`src/rtl/ins_slice_pipe_pkg.sv`:
```
// -----------------------------------------------------------------------------
// ins_slice_pipe_pkg
//   Shared defaults and small types for the instruction slicer pipeline.
//   The *_DEF localparams are the default field layout of an instruction
//   word: opcode in the MSBs, then operand1, then operand2 in the LSBs.
// -----------------------------------------------------------------------------
package ins_slice_pipe_pkg;

  localparam int OPR_W_DEF  = 5;
  localparam int SRC_W_DEF  = 10;
  localparam int DST_W_DEF  = 10;
  localparam int DEPTH_DEF  = 2;
  localparam int IMM_EN_DEF = 1;

  // Per-cycle FIFO activity, built as {push, pop}.
  typedef enum logic [1:0] {
    OCC_IDLE = 2'b00,
    OCC_POP  = 2'b01,
    OCC_PUSH = 2'b10,
    OCC_BOTH = 2'b11
  } occ_e;

  // The occupancy counter needs one more bit than the pointers so that it can
  // represent "full" (count == DEPTH).
  function automatic int cnt_w(input int depth);
    return $clog2(depth) + 1;
  endfunction

endpackage

```
`src/rtl/ins_slice_pipe_fields.sv`:
```
// -----------------------------------------------------------------------------
// ins_slicer_fields
//   Pure combinational split of one instruction word into its fields.
// Ports
//   word      in   OPR_W+SRC_W+DST_W  instruction word
//   opr_code  out  OPR_W              opcode (word MSBs)
//   src_code  out  SRC_W              operand1 (middle field)
//   dst_code  out  DST_W              operand2 (word LSBs)
//   imm_code  out  SRC_W+DST_W        both operands merged as one immediate
//   is_imm    out  1                  opcode MSB when IMM_EN, else 0
// -----------------------------------------------------------------------------
module ins_slicer_fields
  import ins_slice_pipe_pkg::*;
#(
  parameter int OPR_W  = OPR_W_DEF,
  parameter int SRC_W  = SRC_W_DEF,
  parameter int DST_W  = DST_W_DEF,
  parameter int IMM_EN = IMM_EN_DEF
) (
  input  logic [OPR_W+SRC_W+DST_W-1:0] word,
  output logic [OPR_W-1:0]             opr_code,
  output logic [SRC_W-1:0]             src_code,
  output logic [DST_W-1:0]             dst_code,
  output logic [SRC_W+DST_W-1:0]       imm_code,
  output logic                         is_imm
);

  localparam int INS_W = OPR_W + SRC_W + DST_W;

  assign opr_code = word[INS_W-1 -: OPR_W];
  assign src_code = word[SRC_W+DST_W-1 : DST_W];
  assign dst_code = word[DST_W-1:0];
  assign imm_code = word[SRC_W+DST_W-1:0];
  assign is_imm   = (IMM_EN != 0) ? word[INS_W-1] : 1'b0;

endmodule

```
`src/rtl/ins_slice_pipe.sv`:
```
// -----------------------------------------------------------------------------
// ins_slice_pipe
//   Registered instruction slicer between instruction fetch and the decoders.
//   Fetched words are queued in a DEPTH-entry FIFO (valid/ready on both sides)
//   and the head entry is presented already split into its fields.
// Ports
//   clk          in   1                 system clock, rising edge
//   rst          in   1                 synchronous reset, active-high
//   flush        in   1                 discard all queued entries (branch/jump)
//   in_valid     in   1                 fetch word valid
//   in_ready     out  1                 FIFO can accept a word
//   instruction  in   INS_W             fetched word
//   out_valid    out  1                 head entry valid
//   out_ready    in   1                 decoder consumes head
//   opr_code     out  OPR_W             head opcode
//   src_code     out  SRC_W             head operand1
//   dst_code     out  DST_W             head operand2
//   imm_code     out  SRC_W+DST_W       head operands merged
//   is_imm       out  1                 head immediate-format flag
//   count        out  $clog2(DEPTH)+1   occupancy
// -----------------------------------------------------------------------------
module ins_slice_pipe
  import ins_slice_pipe_pkg::*;
#(
  parameter int OPR_W  = OPR_W_DEF,
  parameter int SRC_W  = SRC_W_DEF,
  parameter int DST_W  = DST_W_DEF,
  parameter int DEPTH  = DEPTH_DEF,
  parameter int IMM_EN = IMM_EN_DEF
) (
  input  logic                          clk,
  input  logic                          rst,
  input  logic                          flush,
  input  logic                          in_valid,
  output logic                          in_ready,
  input  logic [OPR_W+SRC_W+DST_W-1:0]  instruction,
  output logic                          out_valid,
  input  logic                          out_ready,
  output logic [OPR_W-1:0]              opr_code,
  output logic [SRC_W-1:0]              src_code,
  output logic [DST_W-1:0]              dst_code,
  output logic [SRC_W+DST_W-1:0]        imm_code,
  output logic                          is_imm,
  output logic [cnt_w(DEPTH)-1:0]       count
);

  localparam int INS_W = OPR_W + SRC_W + DST_W;
  localparam int PTR_W = $clog2(DEPTH);
  localparam int CNT_W = cnt_w(DEPTH);

  logic [INS_W-1:0] r_mem [DEPTH];
  logic [PTR_W-1:0] r_wr_ptr;
  logic [PTR_W-1:0] r_rd_ptr;
  logic [CNT_W-1:0] r_count;

  logic             w_push;
  logic             w_pop;
  occ_e             w_occ;
  logic [INS_W-1:0] w_head;

  // Both flags come straight from the registered count, so in_ready never
  // depends on out_ready in the same cycle and a word written this cycle is
  // only visible at the head from the next cycle on.
  assign in_ready  = (r_count < CNT_W'(DEPTH));
  assign out_valid = (r_count != '0);
  assign count     = r_count;

  // A push in a flush cycle is dropped along with everything already queued.
  assign w_push = in_valid && in_ready && !flush;
  assign w_pop  = out_valid && out_ready;
  assign w_occ  = occ_e'({w_push, w_pop});

  // NOTE: the storage array carries no reset; validity is tracked entirely by
  // r_count, and leaving the array un-reset keeps it a plain RAM with no
  // per-entry reset fan-out.
  always_ff @(posedge clk) begin
    if (w_push) begin
      r_mem[r_wr_ptr] <= instruction;
    end
  end

  // Pointers wrap naturally at DEPTH (a power of two); r_count alone decides
  // full/empty, so equal pointers are never ambiguous.
  always_ff @(posedge clk) begin
    if (rst || flush) begin
      r_wr_ptr <= '0;
      r_rd_ptr <= '0;
      r_count  <= '0;
    end else begin
      if (w_push) r_wr_ptr <= r_wr_ptr + PTR_W'(1);
      if (w_pop)  r_rd_ptr <= r_rd_ptr + PTR_W'(1);
      unique case (w_occ)
        OCC_PUSH: r_count <= r_count + CNT_W'(1);
        OCC_POP:  r_count <= r_count - CNT_W'(1);
        default:  r_count <= r_count;
      endcase
    end
  end

  // The head is forced to zero while the FIFO is empty: fields read 0 after
  // reset and never expose uninitialised storage.
  assign w_head = out_valid ? r_mem[r_rd_ptr] : '0;

  ins_slicer_fields #(
    .OPR_W  (OPR_W),
    .SRC_W  (SRC_W),
    .DST_W  (DST_W),
    .IMM_EN (IMM_EN)
  ) u_fields (
    .word     (w_head),
    .opr_code (opr_code),
    .src_code (src_code),
    .dst_code (dst_code),
    .imm_code (imm_code),
    .is_imm   (is_imm)
  );

endmodule

```
`config.mk`:
```
export PLATFORM = sky130hd
export DESIGN_NAME = ins_slice_pipe
export DESIGN_NICKNAME = d
export VERILOG_FILES = /design/src/rtl/ins_slice_pipe_pkg.sv /design/src/rtl/ins_slice_pipe_fields.sv /design/src/rtl/ins_slice_pipe.sv
export SDC_FILE = /design/constraint.sdc
export NUM_CORES = 1
export LEC_CHECK = 0
export ABC_CLOCK_PERIOD_IN_PS = 2600
export CORE_MARGIN = 3
export CORE_UTILIZATION = 35
export DETAILED_ROUTE_END_ITERATION = 10
export HOLD_SLACK_MARGIN = 0.05
export SYNTH_ARGS = -nofsm -noshare
export SYNTH_HDL_FRONTEND = slang
export SYNTH_SLANG_ARGS = --single-unit
```
`constraint.sdc`:
```
create_clock -name clk -period 2.6 [get_ports clk]
set_clock_uncertainty 0.05 [all_clocks]
set_input_delay 0.39 -clock clk [delete_from_list [all_inputs] [get_ports clk]]
set_output_delay 0.39 -clock clk [all_outputs]
set_load 0.01 [all_outputs]
```
Word level (Yosys, flattened, before mapping)
Memories as Yosys holds them, arrays and structs flattened. A register that Yosys moved wholly into a read port is not among the register bits.
Index checks and enable logic that the tools add are counted.
Widths: inputs -> output; s select.
Storage, ports and cells
  memories: 1
  memory bits (writable): 50
  bits of input ports: 30
  output and inout bits: 50
  bits in registers: 4
Cells by class
  add/subtract/negate cells: 4
  magnitude comparators: 1
  multiplexer cells: 6
  reductions and logical operators: 7
  equality and inequality tests: 2
Memories
  r_mem: words 2, bits a word 25, read ports 1, clocked after Yosys merged registers in 1, wr ports 1, line ins_slice_pipe.sv:51  | logic [INS_W-1:0] r_mem [DEPTH];
Operators with widths (count)
  $mux 25: 1
  $mux 1: 4
  $pmux 2 s2: 1
  $reduce_bool 2->1: 2
  $logic_and 1x1->1: 3
  $add 1x1->1 const B: 2
  $add 2x1->2 const B: 1
  $eq 2x1->1 const B: 1
  $eq 2x2->1 const B: 1
  $lt 2x2->1 const B: 1
  $sub 2x1->2 const B: 1
  $logic_not 1->1: 1
  $logic_or 1x1->1: 1

Depth between registers and ports, before layout
Gate-level depths: netlist (run 1).
  word-level depth: 5
  gate-level depth with buffers: 6
  depth with buffers taken out: 6

Cells and area by module
From an unflattened synthesis (run 1), not the netlist that was laid out.
Unflattened totals
  cell total of the unflattened synthesis: 178
  area total of the unflattened synthesis: 2443.6 um^2
Modules (own cells, without submodules)
  ins_slice_pipe: sequential area each 1601.5 um^2, area an instance 2098.3 um^2, cells an instance 132, instances 1
  ins_slicer_fields: sequential area each 0.0 um^2, area an instance 345.3 um^2, cells an instance 46, instances 1

Worst setup path after synthesis (run 1)
OpenSTA, ideal clock, no wires.
  path kind: input-to-reg
  start point: input in_valid
  end point: memory r_mem[1][0] (netlist bit) (enable)
  data arrival time: 1.750 ns
  path slack: 0.393 ns
  data required time: 2.143 ns
  path buffers: 0
  cell stages on the path: 3
  cell sequence: nor2b_1 > nand2b_1 > nor2_1
Between the ends
  cells in the longest elaborated chain, start to end: 4
Ends and longest elaborated chain
  from (decl): line ins_slice_pipe.sv:34  | input logic in_valid,
  $logic_and 1x1->1 (2 in a row): line ins_slice_pipe.sv:69  | assign w_push = in_valid && in_ready && !flush;
  $mux 1: line ins_slice_pipe.sv:77  | if (w_push) begin
  $mux 1 (implied by the code): line ins_slice_pipe.sv:78  | r_mem[r_wr_ptr] <= instruction;
  to (decl): line ins_slice_pipe.sv:51
Every way passes these cells.

==> results.py, run 1 <==
metrics = {
    "sta": {
        "hold_viol_final": 0,
        "slew_viol_final": 0,
        "setup-tns-final_ps": 0,
        "relSlewSlack": 0.581,
        "fin_crit_ps": 2370,
        "finalSetupViolations": 0,
        "timing.final.crit_share": 0.910,
        "fmax_mhz": 423,
        "tightestPinTransition_ps": 627,
        "rsz0062_at_grt": "no",
    },
    "global_routing": {
        "grt_overflow": 0,
        "grt_pass1_vias": 1361,
        "grt_max_degree": 27,
        "antenna_found_initial": 0,
        "grt_pass1_wl_um": 6580,
        "track_usage": 0.116,
    },
    "layout": {
        "diodes": 0,
        "drive_above_1_share": 0.0776,
        "syn2layout_area_growth_pct": 37.8,
        "num-fill-cells": 546,
        "area.sequential_mm2": 0.00160,
        "final_nets": 249,
        "multi_input_area_um2": 472,
    },
    "pwr": {
        "power_density_mw_per_mm2": 519,
        "p_leak_nw": 1.00,
        "peakVddDrop_mv": 0.278,
        "p_total_mw": 1.61,
    },
    "floorplan": {
        "coreArea_mm2": 0.00610,
        "io_pins": 80,
        "rows": 28,
        "design.die.area_mm2": 0.00745,
        "die_x_um": 86.3,
        "die_h_um": 86.3,
        "initial_core_util": 0.370,
    },
    "min_path": {
        "hp-start": "r_rd_ptr$_SDFFE_PP0P_",
        "worstHoldEndpoint": "r_rd_ptr$_SDFFE_PP0P_",
        "hold_path_depth": 2,
        "hp-class": "flip-flop to flip-flop",
    },
    "clock_tree": {
        "numCtsBuffers": 5,
        "clk_latency_ps": 290,
        "root_buffer": "clkbuf_8",
        "cts_tree": "built",
        "htreeDepth": 2,
        "numClockSinks": 55,
        "ctsHoldBuffers": 0,
        "clk_pin_slew_ps": 90,
        "ctsLongestPathBuffers": 2,
    },
    "routing": {
        "vias_per_cell": 4.51,
        "totalWireLength_um": 4070,
        "dr.first_iter.drc_count": 55,
        "firstDrtPassIters": 4,
        "wl_per_cell_um": 13.9,
        "vias": 1325,
        "drcViolationCount": 0,
        "drtAntennaViolNets": 0,
    },
    "critical_path": {
        "timing.rr.start": "count[1]$_SDFFE_PP0P_",
        "crit_path_end_kind": "output pin",
        "start_kind": "flip-flop",
        "reg2reg_depth": 5,
        "rr_endpoint": "count[1]$_SDFFE_PP0P_",
        "r2r_slack_ps": 690,
        "crit_type": "flip-flop to output pin",
        "critPathArrivalTime_ps": 1930,
        "worstPathRequired_ps": 2160,
        "crit_fanout": 15,
    },
    "logic_synthesis": {
        "yosysWarningCount": 0,
        "syn_inst": 153,
        "ys_ff_latch": 55,
        "synth_fp_nets": 184,
        "synth_cell_types": 17,
        "seq_area_frac_synth": 0.710,
        "syn-cell-area_mm2": 0.00226,
        "avgSynthCellArea_um2": 14.7,
    },
    "placed_design": {
        "dp_hpwl_um": 2950,
        "io_buffers": 79,
        "place.gp.congestion": 0.739,
    },
    "status": {
        "status": "finished clean",
    },
    "run": {
        "drv_cap": 0,
    },
}
where the power goes:
group | total, mW | leakage, nW | switching, mW | internal, mW
sequential | 1.00 | 0.500 | 0.00908 | 0.992
combinational | 0.179 | 0.456 | 0.0745 | 0.104
clock | 0.434 | 0.0477 | 0.249 | 0.185
total | 1.61 | 1.00 | 0.333 | 1.28
stage by stage:
step           std cells  hold WS, ps  area [µm²]  setup slack, ps  utilization
3_3_place_gp         286          489        3020              177        0.495
3_5_place_dp         286          495        3020              138        0.495
6_report             294          524        3110              235        0.510
4_1_cts              294          519        3110              176        0.510
5_1_grt              294          561        3110             77.3        0.510
2_1_floorplan        153          413        2260              393            -
synthesized netlist by cell type:
master,count,share of area
nor3_1,4,0.0089
inv_1,4,0.0067
mux2i_1,25,0.11
edfxtp_1,50,0.67
nor2_1,28,0.047
xnor2_1,2,0.0078
or3_1,1,0.0028
buf_4,21,0.070
xor2_1,2,0.0078
clkbuf_1,2,0.0033
buf_2,3,0.0067
a211oi_1,1,0.0033
nand2b_1,1,0.0028
dfxtp_1,5,0.044
ha_1,1,0.0055
o21ai_0,2,0.0044
nor2b_1,1,0.0028
state kept, by name, indices dropped and copies added (netlist names), named ones only:
name      cells
r_rd_ptr      1
count         2
r_wr_ptr      1
r_mem        50
repair_timing:
action                                  in CTS  in global routing
resized for setup                            1                  0
endpoints found under the setup margin      47                  0
setup buffers                                0                  0
worst max-delay path, cell delays in order, from the launching register on:
cell and delay (ps):
dfxtp_2 570, buf_12 220, mux2i_1 240, nor2_1 80, clkdlybuf4s50_1 510
area by class of cell:
cell class              instances  share of cell area
inverters                       4             0.00483
flip-flops and latches         55               0.516
clock inverters                 3             0.00483
repair buffers                 84               0.271
multi-input cells              68               0.152
clock buffers                   5              0.0221
well taps                      75              0.0302
per-layer routing:
layer / vias to the layer above / share of wire / GRT usage
met1: 634 / 0.39 / 0.135
met2: 41 / 0.56 / 0.206
met4: 0 / 0.0059 / 0.0340
li1: 648 / - / -
met5: - / 0 / 0
met3: 2 / 0.052 / 0.0361
worst max-delay path by stage:
| stage | end | startpoint | slack [ps] |
|---|---|---|---|
| floorplan | r_mem[1][0]$_DFFE_PP_ | in_valid | 390 |
| global placement | is_imm | count[1]$_SDFFE_PP0P_ | 180 |
| detailed placement | opr_code[4] | count[1]$_SDFFE_PP0P_ | 140 |
| CTS | src_code[9] | flip-flop | 180 |
| global route | opr_code[4] | count[1]$_SDFFE_PP0P_ | 80 |
| finish | src_code[9] | flip-flop | 230 |
cells in the final DEF, fill, tap and decap left out:
| cell | n |
|---|---|
| clkdlybuf4s50_1 | 79 |
| edfxtp_1 | 50 |
| mux2i_1 | 25 |
| nor2_1 | 25 |
| clkbuf_8 | 5 |
| inv_1 | 4 |
| nor3_1 | 4 |
| dfxtp_1 | 4 |
| buf_4 | 4 |
| clkinv_2 | 3 |
| o21ai_0 | 2 |
| nor2_2 | 2 |
| xor2_1 | 2 |
| xnor2_1 | 2 |
| nor2_4 | 1 |
| nor2b_1 | 1 |
| nand2b_1 | 1 |
| or3_1 | 1 |
| a211oi_1 | 1 |
| ha_1 | 1 |
| dfxtp_2 | 1 |
| buf_12 | 1 |
logic make-up after synthesis:
| logic type | after synthesis | synth area share |
|---|---|---|
| adders and majority gates | 1 | 0.00555 |
| xor gates and xnor gates | 4 | 0.0155 |
| DFF | 55 | 0.710 |
| AOI/OAI and AO/OA | 3 | 0.00777 |
| muxes | 25 | 0.111 |
| and+or+nand+nor | 35 | 0.0638 |
| buffers and inverters | 30 | 0.0865 |
No activity file was read; power rests on OpenSTA's default activity.
==> inputs of run 2 (changes only) <==
Settings changed: CORE_MARGIN 3 to 2.
==> run 2 against run 1 <==
- global-route usage increased by 0.18 points
- register-to-register slack improved by 60 ps
- flip-flop and latch count unchanged
- critical path type unchanged
- largest power group unchanged
- highest routed layer unchanged
- maximum frequency increased by 0.56%
- non-clock buffer count unchanged
- final cell count increased by 0.34%
- sequential share of layout area increased by 0.062 points
- critical endpoint is now src_code[1]
==> results.py, run 2 (synthesis gave the netlist of run 1 again) <==
metrics = {
    "status": {
        "status": "finished clean",
    },
    "critical_path": {
        "crit_fanout": 15,
        "critical-path-slowest-cell": "dfxtp_2",
        "crit_chain": "buf_12 -> mux2i_1 -> nor2_1 -> clkdlybuf4s50_1",
        "cpPeakStageDelay_ps": 580,
        "crit_type": "flip-flop to output pin",
        "crit_path_end_kind": "output pin",
        "critPathTopFamily": "buffers and inverters",
        "worstPathRequired_ps": 2160,
        "path_buf_inv": 2,
        "start_kind": "flip-flop",
        "critPathArrivalTime_ps": 1910,
    },
    "clock_tree": {
        "root_buffer": "clkbuf_8",
        "cts_tree": "built",
        "htreeDepth": 2,
        "clk_latency_ps": 290,
        "numCtsBuffers": 5,
        "numClockSinks": 55,
        "clk_pin_slew_ps": 80,
        "ctsLongestPathBuffers": 2,
    },
    "routing": {
        "drtAntennaViolNets": 0,
        "totalWireLength_um": 4030,
        "drcViolationCount": 0,
        "vias_per_cell": 4.45,
        "wl_per_cell_um": 13.7,
        "firstDrtPassIters": 2,
        "vias": 1312,
        "dr.first_iter.drc_count": 37,
    },
    "placed_design": {
        "dp_hpwl_um": 2850,
        "io_buffers": 79,
        "preCtsSetupSlack_ps": 162,
        "place.gp.congestion": 0.694,
    },
    "pwr": {
        "p_sw_mw": 0.316,
        "p_sw_frac": 0.199,
        "p_int_mw": 1.28,
        "clockPowerShare": 0.259,
        "p_leak_nw": 0.998,
        "peakVddDrop_mv": 0.307,
        "power_density_mw_per_mm2": 513,
        "p_comb_frac": 0.112,
        "p_seq_frac": 0.629,
        "p_total_mw": 1.59,
    },
    "sta": {
        "timing.final.crit_share": 0.905,
        "timing.final.ws_setup_ps": 248,
        "relSlewSlack": 0.594,
        "hold_viol_final": 0,
        "rsz0062_at_grt": "no",
        "slew_viol_final": 0,
        "tightestPinTransition_ps": 607,
        "finalSetupViolations": 0,
        "fin_crit_ps": 2350,
        "setup-tns-final_ps": 0,
        "fmax_mhz": 425,
    },
    "global_routing": {
        "grt_max_degree": 27,
        "track_usage": 0.118,
        "grt_overflow": 0,
        "grt_pass1_wl_um": 6490,
        "antenna_found_initial": 0,
        "grt_pass1_vias": 1332,
    },
    "floorplan": {
        "die_x_um": 84.3,
        "coreArea_mm2": 0.00628,
        "rows": 29,
        "design.die.area_mm2": 0.00710,
        "die_h_um": 84.3,
        "io_pins": 80,
        "initial_core_util": 0.359,
    },
    "layout": {
        "syn2layout_area_growth_pct": 37.6,
        "top_register": "r_mem",
        "final_cell_mix": "79 x clkdlybuf4s50_1, 50 x edfxtp_1, 25 x mux2i_1, 25 x nor2_1, 5 x clkbuf_8",
        "largest_reg_flops": 50,
        "final_nets": 249,
        "diodes": 0,
        "num-fill-cells": 560,
        "drive_above_1_share": 0.0688,
        "final_common_cell": "clkdlybuf4s50_1",
    },
    "run": {
        "drv_cap": 0,
    },
    "min_path": {
        "hp-class": "flip-flop to flip-flop",
    },
}
[run 2: what timing repair did]
| item | CTS | global route |
|---|---|---|
| endpoints found under the setup margin | 47 | 0 |
| hold endpoints to repair | 0 | 0 |
| buffers inserted | 0 | 0 |
| gates resized for setup | 1 | 0 |
| hold buffers | 0 | 0 |
[run 2: path summary, 6_finish.rpt]
kind | startpoint | endpoint | slack, ps | cells after the start
min reg2reg | r_rd_ptr$_SDFFE_PP0P_ | r_rd_ptr$_SDFFE_PP0P_ | 520 | 2
max | flip-flop | src_code[1] | 250 | 4
max reg2reg | count[1]$_SDFFE_PP0P_ | count[1]$_SDFFE_PP0P_ | 750 | 5
min | r_rd_ptr$_SDFFE_PP0P_ | r_rd_ptr$_SDFFE_PP0P_ | 520 | 2
[run 2: stage by stage]
stage                      util  cell area (µm²)  instances  hold slack [ps]
after floorplan               -             2260        153              413
after global placement    0.481             3020        288              494
after detailed placement  0.481             3020        288              504
after CTS                 0.495             3100        295              526
after global routing      0.495             3100        295              574
final                     0.495             3100        295              516
[run 2: power by group through the flow]
stage | logic, mW | clock network (mW) | registers [mW]
final | 0.179 | 0.412 | 1.00
after global routing | 0.195 | 0.474 | 1.00
after CTS | 0.183 | 0.439 | 1.00
after detailed placement | 0.181 | 0 | 1.02
after global placement | 0.180 | 0 | 1.02
after floorplan | 0.0777 | 0 | 1.02
[run 2: routing by layer]
layer / wire [µm] / GRT usage / vias up
li1: - / - / 646
met1: 1700 / 0.154 / 614
met2: 2040 / 0.193 / 47
met3: 254 / 0.0354 / 5
met4: 40 / 0.0308 / 0
met5: 0 / 0 / -
[run 2: worst reg2reg max path, stage by stage (launching register included)]
cell,delay [ps]
dfxtp_1,380
nor2b_1,200
nand2b_1,150
ha_1,360
or3_1,360
a211oi_1,260
[run 2: layout make-up]
type                       count  area [µm²]  area share
clock buffer                   5        68.8      0.0222
clock inverter                 2        8.76     0.00282
inverter                       4        15.0     0.00484
multi-input combinational     68         472       0.152
sequential                    55        1600       0.516
tap                           77        96.3      0.0310
timing repair buffer          84         841       0.271
==> inputs of run 3 (changes only) <==
Settings changed: CORE_UTILIZATION 35 to 44, PLACE_DENSITY set to 0.79.
==> run 3 against run 2 <==
- register-to-register slack barely moved
- first-iteration DRC count rose by 57%
- final cell count fell by 2.0%
- die area fell by 20%
- count of clock-buffer cells in the layout did not move
- cell area rose by 0.85%
- setup slack got worse by 37 ps
- utilization rose by 13 points
- critical path depth did not move
==> results.py, run 3 (synthesis gave the netlist of run 1 again) <==
metrics = {
    "clock_tree": {
        "clk_latency_ps": 290,
        "clk_pin_slew_ps": 80,
        "htreeDepth": 2,
        "cts_tree": "built",
        "numClockSinks": 55,
        "ctsLongestPathBuffers": 2,
        "numCtsBuffers": 5,
        "root_buffer": "clkbuf_8",
    },
    "critical_path": {
        "cpPeakStageDelay_ps": 610,
        "critPathArrivalTime_ps": 1950,
        "crit_chain": "buf_12 -> mux2i_1 -> nor2_1 -> clkdlybuf4s50_1",
        "path_buf_inv": 2,
        "crit_type": "flip-flop to output pin",
        "crit_path_end_kind": "output pin",
        "crit_fanout": 13,
        "start_kind": "flip-flop",
        "timing.rr.start": "count[1]$_SDFFE_PP0P_",
        "critical-path-slowest-cell": "dfxtp_2",
        "worstPathRequired_ps": 2160,
        "critPathTopFamily": "buffers and inverters",
        "rr_endpoint": "count[1]$_SDFFE_PP0P_",
        "reg2reg_depth": 5,
        "r2r_slack_ps": 750,
    },
    "floorplan": {
        "io_pins": 80,
        "design.die.area_mm2": 0.00572,
        "rows": 26,
        "die_h_um": 75.6,
        "coreArea_mm2": 0.00504,
        "die_x_um": 75.6,
        "initial_core_util": 0.447,
    },
    "routing": {
        "vias": 1327,
        "dr.first_iter.drc_count": 58,
        "totalWireLength_um": 3880,
        "drtAntennaViolNets": 0,
        "drcViolationCount": 0,
        "wl_per_cell_um": 13.4,
        "vias_per_cell": 4.59,
        "firstDrtPassIters": 4,
    },
    "min_path": {
        "hp-class": "flip-flop to flip-flop",
        "worstHoldEndpoint": "r_rd_ptr$_SDFFE_PP0P_",
        "hold_path_depth": 2,
        "hp-start": "r_rd_ptr$_SDFFE_PP0P_",
    },
    "placed_design": {
        "dp_hpwl_um": 2780,
        "placed_area_mm2": 0.00301,
        "io_buffers": 79,
        "place.gp.congestion": 0.680,
    },
    "pwr": {
        "p_total_mw": 1.73,
        "p_int_mw": 1.38,
        "p_seq_frac": 0.579,
        "clockPowerShare": 0.318,
        "p_sw_mw": 0.347,
        "p_leak_nw": 1.01,
        "p_comb_frac": 0.103,
        "power_density_mw_per_mm2": 553,
        "peakVddDrop_mv": 0.404,
        "p_sw_frac": 0.201,
    },
    "sta": {
        "setup-tns-final_ps": 0,
        "rsz0062_at_grt": "no",
        "hold_viol_final": 0,
        "relSlewSlack": 0.583,
        "fin_crit_ps": 2390,
        "timing.final.crit_share": 0.919,
        "finalSetupViolations": 0,
        "fmax_mhz": 418,
        "slew_viol_final": 0,
        "whs_ps": 514,
        "tightestPinTransition_ps": 624,
    },
    "layout": {
        "drive_above_1_share": 0.0776,
        "largest_reg_flops": 50,
        "final_common_cell": "clkdlybuf4s50_1",
        "diodes": 0,
        "final_cell_mix": "79 x clkdlybuf4s50_1, 50 x edfxtp_1, 25 x mux2i_1, 25 x nor2_1, 5 x clkbuf_8",
        "top_register": "r_mem",
        "final_area_mm2": 0.00313,
        "final_nets": 249,
        "syn2layout_area_growth_pct": 38.8,
        "fin_util": 0.621,
    },
    "global_routing": {
        "grt_max_degree": 27,
        "track_usage": 0.142,
        "antenna_found_initial": 0,
        "grt_overflow": 0,
        "grt_pass1_wl_um": 5720,
        "grt_pass1_vias": 1222,
    },
    "run": {
        "drv_cap": 0,
    },
    "status": {
        "status": "finished clean",
    },
}
## run 3: per-stage QoR
stage	instances	setup WS [ps]
after CTS	289	146
after global placement	281	178
after detailed placement	281	134
after floorplan	153	393
final	289	210
after global routing	289	98.6
## run 3: worst max-delay path by stage
stage / slack [ps] / cells past startpoint / endpoint
global placement: 180 / 3 / dst_code[2]
detailed placement: 130 / 3 / dst_code[2]
global route: 100 / 4 / src_code[9]
CTS: 150 / 4 / is_imm
floorplan: 390 / 3 / r_mem[1][0]$_DFFE_PP_
finish: 210 / 4 / is_imm
## run 3: what timing repair did
action | CTS | global route
gates resized for setup | 1 | 0
hold buffers | 0 | 0
setup endpoints to repair | 47 | 0
setup buffers | 0 | 0
## run 3: power by group through the flow
stage	clock network (mW)	logic, mW	registers (mW)
5_1_grt	0.605	0.194	1.00
6_report	0.550	0.178	1.00
4_1_cts	0.561	0.181	1.00
3_3_place_gp	0	0.176	1.02
3_5_place_dp	0	0.180	1.02
2_1_floorplan	0	0.0777	1.02
## run 3: layout make-up
type                    count  area, µm²
repair buffers             84        841
fillers                   398       1910
clock buffers               5       68.8
multi-input cells          68        472
clock inverters             3       43.8
flip-flops and latches     55       1600
well taps                  70       87.6
inverters                   4       15.0
## run 3: worst register-to-register path: stages (launching register included)
cell	delay, ps
dfxtp_1	380
nor2b_1	220
nand2b_1	150
ha_1	360
or3_1	360
a211oi_1	240
## run 3: per-layer routing
layer  wire length, µm  track usage  part of all wire  vias up
li1                  -            -                 -      648
met1              1480        0.153              0.38      628
met2              2060        0.251              0.53       47
met3               299       0.0556             0.077        4
met4                48       0.0526             0.012        0
met5                 0            0                 0        -
==> RTL change 1 (flow settings as in run 1) <==
Put one more register stage on the output `count`, without a reset. The value now appears one clock later. The other outputs are not delayed to match. Comments in the files are not updated.
--- a/src/rtl/ins_slice_pipe.sv
+++ b/src/rtl/ins_slice_pipe.sv
@@ -65,3 +65,5 @@
   assign out_valid = (r_count != '0);
-  assign count     = r_count;
+  always_ff @(posedge clk) begin
+    count <= r_count;
+  end
 
Formal check against the unedited RTL: not equivalent (Yosys sat finds a counterexample within 4 cycles, from zero or initial values).
==> RTL change 1 against run 1 <==
Wire length rose by 0.49%; critical path depth shrank 1; utilization up 2.1 points; register-to-register slack better by 60 ps; synthesized cell count increased by 1.3%; synthesized area is 1.8% higher; sequential cell count grew 2; setup slack worse by 18 ps; total power increased by 25%; fmax down 0.77%; cell count rose by 3.1%; cell area up 4.8%; highest routed layer unchanged.
==> RTL change 1: results (changes against run 1) <==
[critical_path]
crit_path_max_incr_delay_ps=540  ; -30 ps
critPathArrivalTime_ps=1940
cp_slowest_cell=nor2_4
cp_max_fo=26  ; +11

[cells_and_area]
drive_above_1_share_pct=9.65  ; +1.9 points
stdcell_count=303  ; +3.1%
final_nets=254  ; +2.0%
final.fill_count=510  ; -6.6%

[run_status]
status=finished clean

[place]
pre_cts_ws_ps=135  ; -3.30 ps
dp.cells=287  ; +0.35%
port-buffer-count=79  ; unchanged
hpwlAfterDp_mm=2.70  ; -8.4%
place_congestion=0.701  ; -5.1%

[clock_tree]
clockBufferDepth=2  ; unchanged
numCtsBuffers=9  ; +4
cts_resized=1  ; unchanged
htree_levels=3  ; +1
cts_root_buffer=clkbuf_8
clk_pin_slew_worst_paths_ps=60  ; -30 ps
post_cts_buffers=0  ; unchanged
clk_latency_ps=310  ; +20 ps

[drt]
drtPass1Iterations=3  ; -1
drt_iter0_drc=59  ; +7.3%
postRouteAntennaNets=0  ; unchanged
via_per_inst=4.50  ; -0.19%
wl_per_cell_um=13.5  ; -2.5%

[synth]
synth.distinct_cells=17  ; unchanged
ys_top_cells_by_area=edfxtp_1 65%, mux2i_1 11%, buf_4 6.9%
synth_nets=186  ; +1.1%
syn_area_per_cell_sq_um=14.8  ; +0.46%
ys_warn_count=0  ; unchanged
synth_seq_area_share_pct=71.5  ; +0.51 points
ys_top_cells_by_count=50 x edfxtp_1, 28 x nor2_1, 25 x mux2i_1
synth_edf_count=50  ; unchanged

[pwr]
irDropWorstVdd_mv=0.335  ; +21%
switching_share_pct=19.7  ; -0.94 points
p_leak_nw=1.07  ; +6.6%

[sta]
maxSlewHeadroom_pct=58.0  ; -0.086 points

[grt]
grt_pass1_vias=1360  ; -0.073%
grt_usage_pct=11.6  ; -0.032 points
antenna_found_initial=0  ; unchanged
grt_max_degree=27  ; unchanged
grt_pass1_wl_mm=6.44  ; -2.0%

[hold_path]
hold_path_class=register to register

[RTL change 1: worst max-delay path, delay by kind of cell (launching register included)]
family	cells	cell delay, ps
simple gates	2	720
buf+inv	1	520
flops	1	380
[RTL change 1: power groups by stage]
stage                     logic (mW)  registers (mW)  clock network, mW
final                          0.179            1.03              0.805
after global routing           0.194            1.04              0.876
after CTS                      0.183            1.03              0.827
after detailed placement       0.182            1.05                  0
after global placement         0.181            1.05                  0
after floorplan               0.0778            1.05                  0
[RTL change 1: area by class of cell]
type	count	area share (%)
Sequential cell	57	50.5
Timing Repair Buffer	83	25.6
Tap cell	75	2.88
Inverter	4	0.461
Clock buffer	13	4.88
Clock inverter	3	1.23
Multi-Input combinational cell	68	14.5
[RTL change 1: kinds of logic (layout without fill, tap and decap cells)]
kind of cell / count (synthesis) / count (layout) / synth area share (%)
AOI/OAI and AO/OA: 3 / 3 / 0.763
xor gates and xnor gates: 4 / 4 / 1.53
adders and majority gates: 1 / 1 / 0.545
buffers and inverters: 30 / 103 / 8.50
DFF: 57 / 57 / 71.5
muxes: 25 / 25 / 10.9
and+or+nand+nor: 35 / 35 / 6.27
[RTL change 1: path summary, 6_finish.rpt]
check | depth (start not counted) | from | slack (ps) | endpoint
worst min register to register | 0 | r_count[1]$_SDFFE_PP0P_ | 420 | count[1]$_DFF_P_
worst max-delay path | 3 | r_count[1]$_SDFFE_PP0P_ | 220 | imm_code[7]
worst min-delay path | 0 | r_count[1]$_SDFFE_PP0P_ | 420 | count[1]$_DFF_P_
worst max register to register | 6 | r_count[0]$_SDFFE_PP0P_ | 750 | r_count[1]$_SDFFE_PP0P_
[RTL change 1: layer usage]
layer / track usage (%) / up-vias / wire (um)
met4: 5.95 / 0 / 42
met2: 19.6 / 46 / 2110
li1: - / 670 / -
met1: 12.8 / 641 / 1670
met5: 0 / - / 0
met3: 4.07 / 6 / 273
[RTL change 1: metrics by stage]
| stage | area, sq um | total power [mW] | utilization, % | hold WS [ps] |
|---|---|---|---|---|
| after floorplan | 2300 | 1.13 | - | 340 |
| after global placement | 3050 | 1.23 | 49.8 | 361 |
| after detailed placement | 3050 | 1.23 | 49.8 | 386 |
| after CTS | 3260 | 2.04 | 53.1 | 416 |
| after global routing | 3260 | 2.11 | 53.1 | 434 |
| final | 3260 | 2.02 | 53.1 | 417 |
==> RTL change 2 (settings of run 1) <==
Made on the original files. The package constant `IMM_EN_DEF` goes from 1 to 0.
--- a/src/rtl/ins_slice_pipe_pkg.sv
+++ b/src/rtl/ins_slice_pipe_pkg.sv
@@ -12,3 +12,3 @@
   localparam int DEPTH_DEF  = 2;
-  localparam int IMM_EN_DEF = 1;
+  localparam int IMM_EN_DEF = 0;
 
Check against the original RTL: not equivalent (a bounded check fails within 4 cycles, from zero or initial values).
==> RTL change 2 against run 1 <==
Fmax decreased by 0.19%; critical path type unchanged; total power about the same; wire length increased by 1.7%; cell area decreased by 0.48%; via count decreased by 1.4%; setup slack got worse by 4.5 ps; first-iteration DRC count decreased by 27%; sequential share of layout area increased by 0.21 points; synthesized area increased by 0.17%; sequential cell count unchanged.
==> RTL change 2: results (changes against run 1) <==
[run_status]
status=finished clean

[drt]
wl_met3_um=254  ; +21%
wl_met1_mm=1.64  ; +4.2%
wl_per_cell_um=14.0  ; +1.3%
drt_iter0_drc=40  ; -27%
via_per_inst=4.43  ; -1.8%
wl_met2_mm=2.18  ; -3.5%

[place]
pre_cts_ws_ps=151  ; +12.6 ps
place_congestion=0.664  ; -10%
placement.cell_area_sq_um=3010  ; -0.41%
hpwlAfterDp_mm=2.92  ; -0.94%
port-buffer-count=78  ; -1.3%
dp.cells=287  ; +0.35%

[synth]
ys_top_cells_by_count=50 x edfxtp_1, 28 x nor2_1, 25 x mux2i_1
synth.distinct_cells=18  ; +1
synth_compound_area_share_pct=0.775  ; -0.0013 points
synth-xor-area-share_pct=1.55  ; -0.0026 points
ys_top_cells_by_area=edfxtp_1 66%, mux2i_1 11%, buf_4 7.0%
synth_nets=185  ; +0.54%
yosys-mux-area-fraction_pct=11.1  ; -0.018 points
netlist_instances=154  ; +0.65%
synth_fa_ha_area_share_pct=0.554  ; -0.00092 points
synth_top_area_share_pct=66.4  ; -0.11 points
synth_seq_area_share_pct=70.9  ; -0.12 points

[clock_tree]
cts_resized=1  ; unchanged
clockBufferDepth=2  ; unchanged
clk_latency_ps=290  ; about the same

[cells_and_area]
final_nets=250  ; +0.40%
final.fill_count=551  ; +0.92%
stdcell_count=295  ; +0.34%
drive_above_1_share_pct=6.82  ; -0.94 points
n_antenna_cell=0  ; unchanged
syn2layout_area_growth_pct=36.9
largest_register=r_mem
largest_register_ffs=50  ; unchanged

[pwr]
p_leak_nw=1.00  ; -0.34%
p_seq_share_pct=62.0  ; about the same
finalPower_mw=1.61  ; about the same
switching_share_pct=20.4  ; -0.24 points
irDropWorstVdd_mv=0.284  ; +2.3%

[run]
maxCapViolations=0  ; unchanged

[grt]
grt_pass1_vias=1327  ; -2.5%
met3_usage_pct=3.71  ; +0.095 points
grt_usage_pct=11.4  ; -0.25 points
grt_max_degree=27  ; unchanged
grtUsageMet2_pct=19.7  ; -0.92 points
use_met1_pct=13.3  ; -0.24 points
grt_pass1_wl_mm=6.44  ; -2.0%
antenna_found_initial=0  ; unchanged

[critical_path]
cp_max_fo=26  ; +11
crit_family=simple AND/OR/NAND/NOR gates
critPathArrivalTime_ps=1930  ; about the same
crit_path_max_incr_delay_ps=540  ; -30 ps
cp_slowest_cell=nor2_4

[sta]
maxSlewHeadroom_pct=57.6  ; -0.51 points
timing.final.hold_violations=0  ; unchanged

RTL change 2: changes by cell type after synthesis:
cell / delta
conb_1: +1
RTL change 2: cell families after synthesis:
family / count (synthesis)
xor+xnor: 4
compound gates: 3
fa+ha+maj: 1
buf+inv: 30
other cells: 1
mux: 25
flops: 55
simple gates: 35
RTL change 2: area by class of cell:
type                       count  share of cell area, %
inverter                       4                  0.485
clock buffer                   7                   2.47
clock inverter                 1                  0.162
multi-input combinational     69                   15.4
sequential                    55                   51.8
timing repair buffer          84                   26.7
tap                           75                   3.03
RTL change 2: worst paths after layout:
path                    startpoint               endpoint  slack [ps]  cells after the start
max          count[1]$_SDFFE_PP0P_            dst_code[6]         230                      3
min          r_rd_ptr$_SDFFE_PP0P_  r_rd_ptr$_SDFFE_PP0P_         510                      2
max reg2reg  count[1]$_SDFFE_PP0P_  count[1]$_SDFFE_PP0P_         750                      5
min reg2reg  r_rd_ptr$_SDFFE_PP0P_  r_rd_ptr$_SDFFE_PP0P_         510                      2
